### config.mk
export PLATFORM = sky130hd
export DESIGN_NAME = access_rqst_gen_cfg_pipe
export DESIGN_NICKNAME = d
export VERILOG_FILES = /design/src/rtl/access_rqst_gen_cfg_pipe.sv
export SDC_FILE = /design/constraint.sdc
export NUM_CORES = 1
export LEC_CHECK = 0
export CAP_MARGIN = 20
export CORE_ASPECT_RATIO = 0.7
export CORE_UTILIZATION = 43
export CTS_CLUSTER_SIZE = 14
export DETAILED_ROUTE_END_ITERATION = 16
export GPL_TIMING_DRIVEN = 0
export PLACE_DENSITY = 0.86
export SYNTH_ARGS = -nofsm -noshare
export SYNTH_HDL_FRONTEND = slang
export SYNTH_SLANG_ARGS = --single-unit
### constraint.sdc
create_clock -name sys_clk -period 2.8 [get_ports sys_clk]
set_input_delay 0.84 -clock sys_clk [delete_from_list [all_inputs] [get_ports sys_clk]]
set_output_delay 0.84 -clock sys_clk [all_outputs]
set_load 0.01 [all_outputs]
### src/rtl/access_rqst_gen_cfg_pipe.sv
// Share-group request flag generator: decodes every requestor's column address
// against the active mode and pipelines flags, popcount and overflow to the output.
module access_rqst_gen_cfg_pipe #(
  parameter int SHARED_BANK_NUM    = 5,
  parameter int RQST_ADDR_BITWIDTH = 3,
  parameter int MODE_BITWIDTH      = 3,
  parameter int PIPELINE_NUM       = 1,
  parameter int GP2_CAPACITY       = 2
) (
  input  logic                                          sys_clk,
  input  logic                                          rst,
  input  logic [RQST_ADDR_BITWIDTH*SHARED_BANK_NUM-1:0] rqst_addr_i,
  input  logic                                          rqst_valid_i,
  input  logic [MODE_BITWIDTH-1:0]                      modeSet_i,
  input  logic                                          mode_load_i,
  output logic [SHARED_BANK_NUM-1:0]                    share_rqstFlag_o,
  output logic [$clog2(SHARED_BANK_NUM+1)-1:0]          rqst_cnt_o,
  output logic                                          overflow_o,
  output logic                                          valid_o,
  output logic                                          mode_pending_o
);

  localparam int N     = SHARED_BANK_NUM;
  localparam int AW    = RQST_ADDR_BITWIDTH;
  localparam int CNT_W = $clog2(SHARED_BANK_NUM+1);

  function automatic logic decode_bit(input logic [AW-1:0] a,
                                      input logic [MODE_BITWIDTH-1:0] m);
    logic [31:0] mi;
    logic        hit;
    mi  = 32'(m);
    hit = 1'b0;
    case (mi)
      32'd0:   hit = ~a[1];
      32'd1:   hit = a[1];
      32'd2:   hit = ~a[0];
      32'd3:   hit = a[0];
      32'd4:   hit = a[1] ^ a[0];
      32'd5:   hit = ~(a[1] ^ a[0]);
      32'd6:   hit = ((a >> 2) == '0);
      default: hit = 1'b0;
    endcase
    return hit;
  endfunction

  function automatic logic [CNT_W-1:0] popcount(input logic [N-1:0] f);
    logic [CNT_W-1:0] cnt;
    cnt = '0;
    for (int i = 0; i < N; i++) cnt = cnt + CNT_W'(f[i]);
    return cnt;
  endfunction

  logic [MODE_BITWIDTH-1:0] active_mode;
  logic [MODE_BITWIDTH-1:0] pending_mode;
  logic [N-1:0]             dec_flags;
  logic [N-1:0]             flag_p [PIPELINE_NUM];
  logic [N-1:0]             flag_in [PIPELINE_NUM+1];
  logic [PIPELINE_NUM-1:0]  vld_p;
  logic [PIPELINE_NUM:0]    vld_in;
  logic                     drain;

  always_comb begin
    dec_flags = '0;
    for (int i = 0; i < N; i++)
      dec_flags[i] = rqst_valid_i & decode_bit(rqst_addr_i[i*AW +: AW], active_mode);
  end

  // Stage inputs: entry 0 is the freshly decoded vector, entry k feeds stage k.
  always_comb begin
    flag_in[0] = dec_flags;
    for (int i = 0; i < PIPELINE_NUM; i++) flag_in[i+1] = flag_p[i];
  end
  assign vld_in = {vld_p, rqst_valid_i};

  // Stage 0 .. PIPELINE_NUM-1 registers
  always_ff @(posedge sys_clk or posedge rst) begin
    if (rst) begin
      vld_p <= '0;
      for (int i = 0; i < PIPELINE_NUM; i++) flag_p[i] <= '0;
    end else begin
      vld_p <= vld_in[PIPELINE_NUM-1:0];
      for (int i = 0; i < PIPELINE_NUM; i++) flag_p[i] <= flag_in[i];
    end
  end

  // A mode may only change when nothing is entering or travelling the pipe.
  assign drain = ~rqst_valid_i && (vld_p == '0);

  always_ff @(posedge sys_clk or posedge rst) begin
    if (rst) begin
      active_mode    <= '0;
      pending_mode   <= '0;
      mode_pending_o <= 1'b0;
    end else if (drain) begin
      if (mode_load_i) begin
        active_mode    <= modeSet_i;
        mode_pending_o <= 1'b0;
      end else if (mode_pending_o) begin
        active_mode    <= pending_mode;
        mode_pending_o <= 1'b0;
      end
    end else if (mode_load_i) begin
      pending_mode   <= modeSet_i;
      mode_pending_o <= 1'b1;
    end
  end

  // Count and overflow derive from the very flag vector being presented.
  assign share_rqstFlag_o = flag_p[PIPELINE_NUM-1];
  assign valid_o          = vld_p[PIPELINE_NUM-1];
  assign rqst_cnt_o       = popcount(share_rqstFlag_o);
  assign overflow_o       = (int'(rqst_cnt_o) > GP2_CAPACITY);

endmodule

==> key figures <==
Run status
  • Run status: finished with violations
  • Violated checks: setup timing

Synth
  • Cell types with the largest area share after synthesis: sky130_fd_sc_hd__dfrtp_1, sky130_fd_sc_hd__nand2_1, sky130_fd_sc_hd__a21oi_1
  • Flop and latch count out of synthesis: 13
  • Post-Synthesis Mean Instance Area: 8.895 sq um
  • Post-Syn Nets: 127
  • Count of synthesis-stage warnings from yosys: 0
  • Top-area cell type share of the netlist area: 0.3621
  • Cell taking the most area after synthesis: sky130_fd_sc_hd__dfrtp_1
  • Synth cell types: 25
  • Cell count after synthesis: 101
  • Share of synthesized area occupied by flip-flops and latches: 0.3621
  • Netlist Area Pre-Place: 898.4 sq um

Layout
  • Non-Filler Instances: 160
  • Final standard cell area without fillers: 1297 sq um
  • Proportion of layout cells with a drive suffix above 1: 0.1812
  • Final core occ: 0.6818
  • Final layout net count: 165
  • Synthesis-to-finish area growth: 44.43%
  • Antenna Cells: 0
  • Fillers: 156

Detailed routing
  • Routed vias: 877
  • Number of antenna-violating nets in the routed design: 0
  • Via count normalized by instance count: 5.481
  • Overall routed net length: 2190 um
  • Number of design rule violations left after detail routing: 0
  • Drt initial violations: 27
  • Number of detailed-route iterations in the first pass: 4
  • Wire length per cell: 13.69 um

STA
  • Final slew viol count: 0
  • Minimum clock period after layout: 3.028 ns
  • Hold violation total from the final report: 0
  • Actual transition at the worst max-transition pin: 0.6055 ns
  • Final setup violation count: 3
  • Worst clock skew on the final layout: 0.003069 ns
  • Final WS setup: -0.2277 ns
  • Portion of the clock cycle consumed by the worst path in the final layout: 1.081
  • Unrepaired setup endpoints after global routing: true
  • Rel. slew slack: 0.5932
  • Maximum frequency from static timing analysis: 330.3 MHz

Critical path
  • Worst path cell trace: inv_2, fa_1, inv_2, fa_2, inv_2, ha_4, a21oi_2, buf_2
  • Type of destination of the critical path: output pin
  • Reg2reg setup slack: 1.34 ns
  • CP required: 1.96 ns
  • Startpoint class of the critical path: register
  • Largest stage delay on the critical path: 0.55 ns
  • Category of the most critical setup path: reg -> out
  • Arrival time of data at the critical path endpoint: 2.19 ns
  • Peak fanout along the critical path: 2
  • Slowest stage cell, crit path: sky130_fd_sc_hd__fa_1
  • Cell repeated most along the worst path: sky130_fd_sc_hd__inv_2

Floorplan
  • Vertical die dimension: 40.24 um
  • I/O pin cnt: 33
  • Core footprint: 1903 sq um
  • Die area: 2279 sq um
  • Effective utilization at floorplan: 0.4721
  • Die extent in x: 56.63 um
  • FP Rows: 13

Clock network
  • CTS max path bufs: 2
  • Depth of the CTS H-tree: 1
  • Clock slew seen by the registers of the worst setup and hold paths: 0.08 ns
  • Number of buffers inserted during clock tree synthesis: 3
  • TritonCTS clock tree: yes
  • Clock net sink count: 13
  • Clock root buffer master: sky130_fd_sc_hd__clkbuf_4
  • Skew-Pair Late Insertion Delay: 0.28 ns
  • Post-cts hold buffer count: 0

Power and ir drop
  • Static Leak: 0.5604 nW
  • Power density over cell area: 621.6 nW/um^2
  • Worst voltage drop across the vdd grid: 0.4756 mV

Global routing
  • Number of global-route vias before repair: 762
  • All-Layer GR Usage: 0.2070
  • Global-route wire length before repair: 3470 um
  • GRT overflow: 0
  • Number of antenna violations at the first check in global routing: 0
  • Largest net degree at the start of global routing: 14

Job
  • Count of max-cap constraint violations: 0

Place
  • Port Buf Inserts: 31
  • Number of placed instances, taps included: 154
  • Estimated wirelength of the detail-placed design: 1698 um
  • Final Wtd Congestion: 0.8117
  • Cell Area, Placed: 1236 sq um

Hold path
  • HP Class: reg -> reg
-- through the flow --
step,power [mW],TNS [ns],setup WS (ns),hold slack (ns)
finish,0.8065,-0.5470,-0.2277,0.5147
global placement,0.6095,-0.5244,-0.3313,0.4871
floorplan,0.4571,0,0.03058,0.4787
CTS,0.7645,-0.5634,-0.2367,0.5159
global route,0.8657,-0.8127,-0.3111,0.5342
detailed placement,0.6319,-0.8563,-0.4522,0.4988
-- power by group --
group	internal, mW	switching (mW)
registers	0.219	0.0225
clock network	0.0553	0.0597
logic	0.242	0.209
-- sequential cells by signal (all words and copies together) (netlist names) --
signal / count
valid_o: 1
pending_mode: 3
active_mode: 3
mode_pending_o: 1
share_rqstFlag_o: 5
-- metal layers --
layer / wire [um] / share of wire / GRT usage / vias up
met5: 0 / 0 / 0 / -
met4: 0 / 0 / 0.01829 / 0
met3: 125 / 0.057 / 0.04839 / 0
met2: 1128 / 0.52 / 0.3971 / 33
met1: 936 / 0.43 / 0.2549 / 414
li1: - / - / - / 430
-- cell type report --
| cell class | instances | area, sq um | area share |
|---|---|---|---|
| tap | 22 | 27.53 | 0.02122 |
| buffer | 5 | 30.03 | 0.02314 |
| timing repair buffer | 33 | 324.1 | 0.2498 |
| multi-input combinational | 76 | 538.0 | 0.4147 |
| clock buffer | 4 | 26.28 | 0.02025 |
| sequential | 13 | 325.3 | 0.2507 |
| inverter | 7 | 26.28 | 0.02025 |
-- logic make-up after synthesis --
logic type,after synthesis,share of synthesized area
buffers and inverters,12,0.06267
and+or+nand+nor,38,0.2159
xor gates and xnor gates,4,0.03899
DFF,13,0.3621
adders and majority gates,4,0.07242
AOI/OAI and AO/OA,24,0.1769
muxes,6,0.07103
-- cells in the final DEF (no fill, tap or decap), drive strengths merged --
cell           instances
nand2                 14
inv                    7
clkbuf                 5
clkdlybuf4s15          1
o21ai                  6
nor3                   1
xor2                   4
a21oi                  8
or2b                   2
fa                     2
ha                     2
mux2                   3
nor2                   7
nand3b                 4
or4b                   1
dfrtp                 13
nor2b                  3
nand3                  1
o31ai                  5
buf                    9
nand2b                 4
mux2i                  3
and2                   1
a32o                   5
clkdlybuf4s50         27
-- path summary, 6_finish.rpt --
kind                                               start                             to  cells past startpoint
hold reg to reg              pending_mode[0]$_DFFE_PP0P_    pending_mode[0]$_DFFE_PP0P_                      1
hold / removal               pending_mode[0]$_DFFE_PP0P_    pending_mode[0]$_DFFE_PP0P_                      1
min in group asynchronous                            rst              valid_o$_DFF_PP0_                      2
setup reg to reg              active_mode[1]$_DFFE_PP0P_  share_rqstFlag_o[1]$_DFF_PP0_                      5
setup / recovery           share_rqstFlag_o[0]$_DFF_PP0_                     overflow_o                      8
max in group asynchronous                            rst    pending_mode[2]$_DFFE_PP0P_                      2
-- timing repair --
| action | 4_1_cts | 5_1_grt |
|---|---|---|
| buffers inserted | 1 | 1 |
| setup endpoints to repair | 4 | 4 |
| resized for setup | 21 | 3 |
| pin swaps | 1 | 0 |
-- Yosys cell counts --
master	number
sky130_fd_sc_hd__o31ai_1	5
sky130_fd_sc_hd__ha_1	2
sky130_fd_sc_hd__fa_1	2
sky130_fd_sc_hd__nor2_1	7
sky130_fd_sc_hd__nand3_1	1
sky130_fd_sc_hd__a32o_1	4
sky130_fd_sc_hd__a21oi_1	8
sky130_fd_sc_hd__and2_1	1
sky130_fd_sc_hd__buf_4	2
sky130_fd_sc_hd__buf_2	2
sky130_fd_sc_hd__nor3_1	1
sky130_fd_sc_hd__nor2b_1	3
sky130_fd_sc_hd__xor2_1	4
sky130_fd_sc_hd__or2b_1	2
sky130_fd_sc_hd__a32o_2	1
sky130_fd_sc_hd__clkbuf_2	1
sky130_fd_sc_hd__nand2_1	14
sky130_fd_sc_hd__or4b_1	1
sky130_fd_sc_hd__nand3b_1	4
sky130_fd_sc_hd__o21ai_0	6
sky130_fd_sc_hd__inv_1	7
sky130_fd_sc_hd__nand2b_1	4
sky130_fd_sc_hd__dfrtp_1	13
sky130_fd_sc_hd__mux2_2	3
sky130_fd_sc_hd__mux2i_1	3
-- worst max-delay path: cells and delay by family (launching register included) --
kind                     cells  cell delay, ns
AO/OA/AOI/OAI                1            0.13
adder cells (fa/ha/maj)      3            1.10
buffers and inverters        4            0.31
flip-flops                   1            0.37
Power figures use the tool's default switching activity.
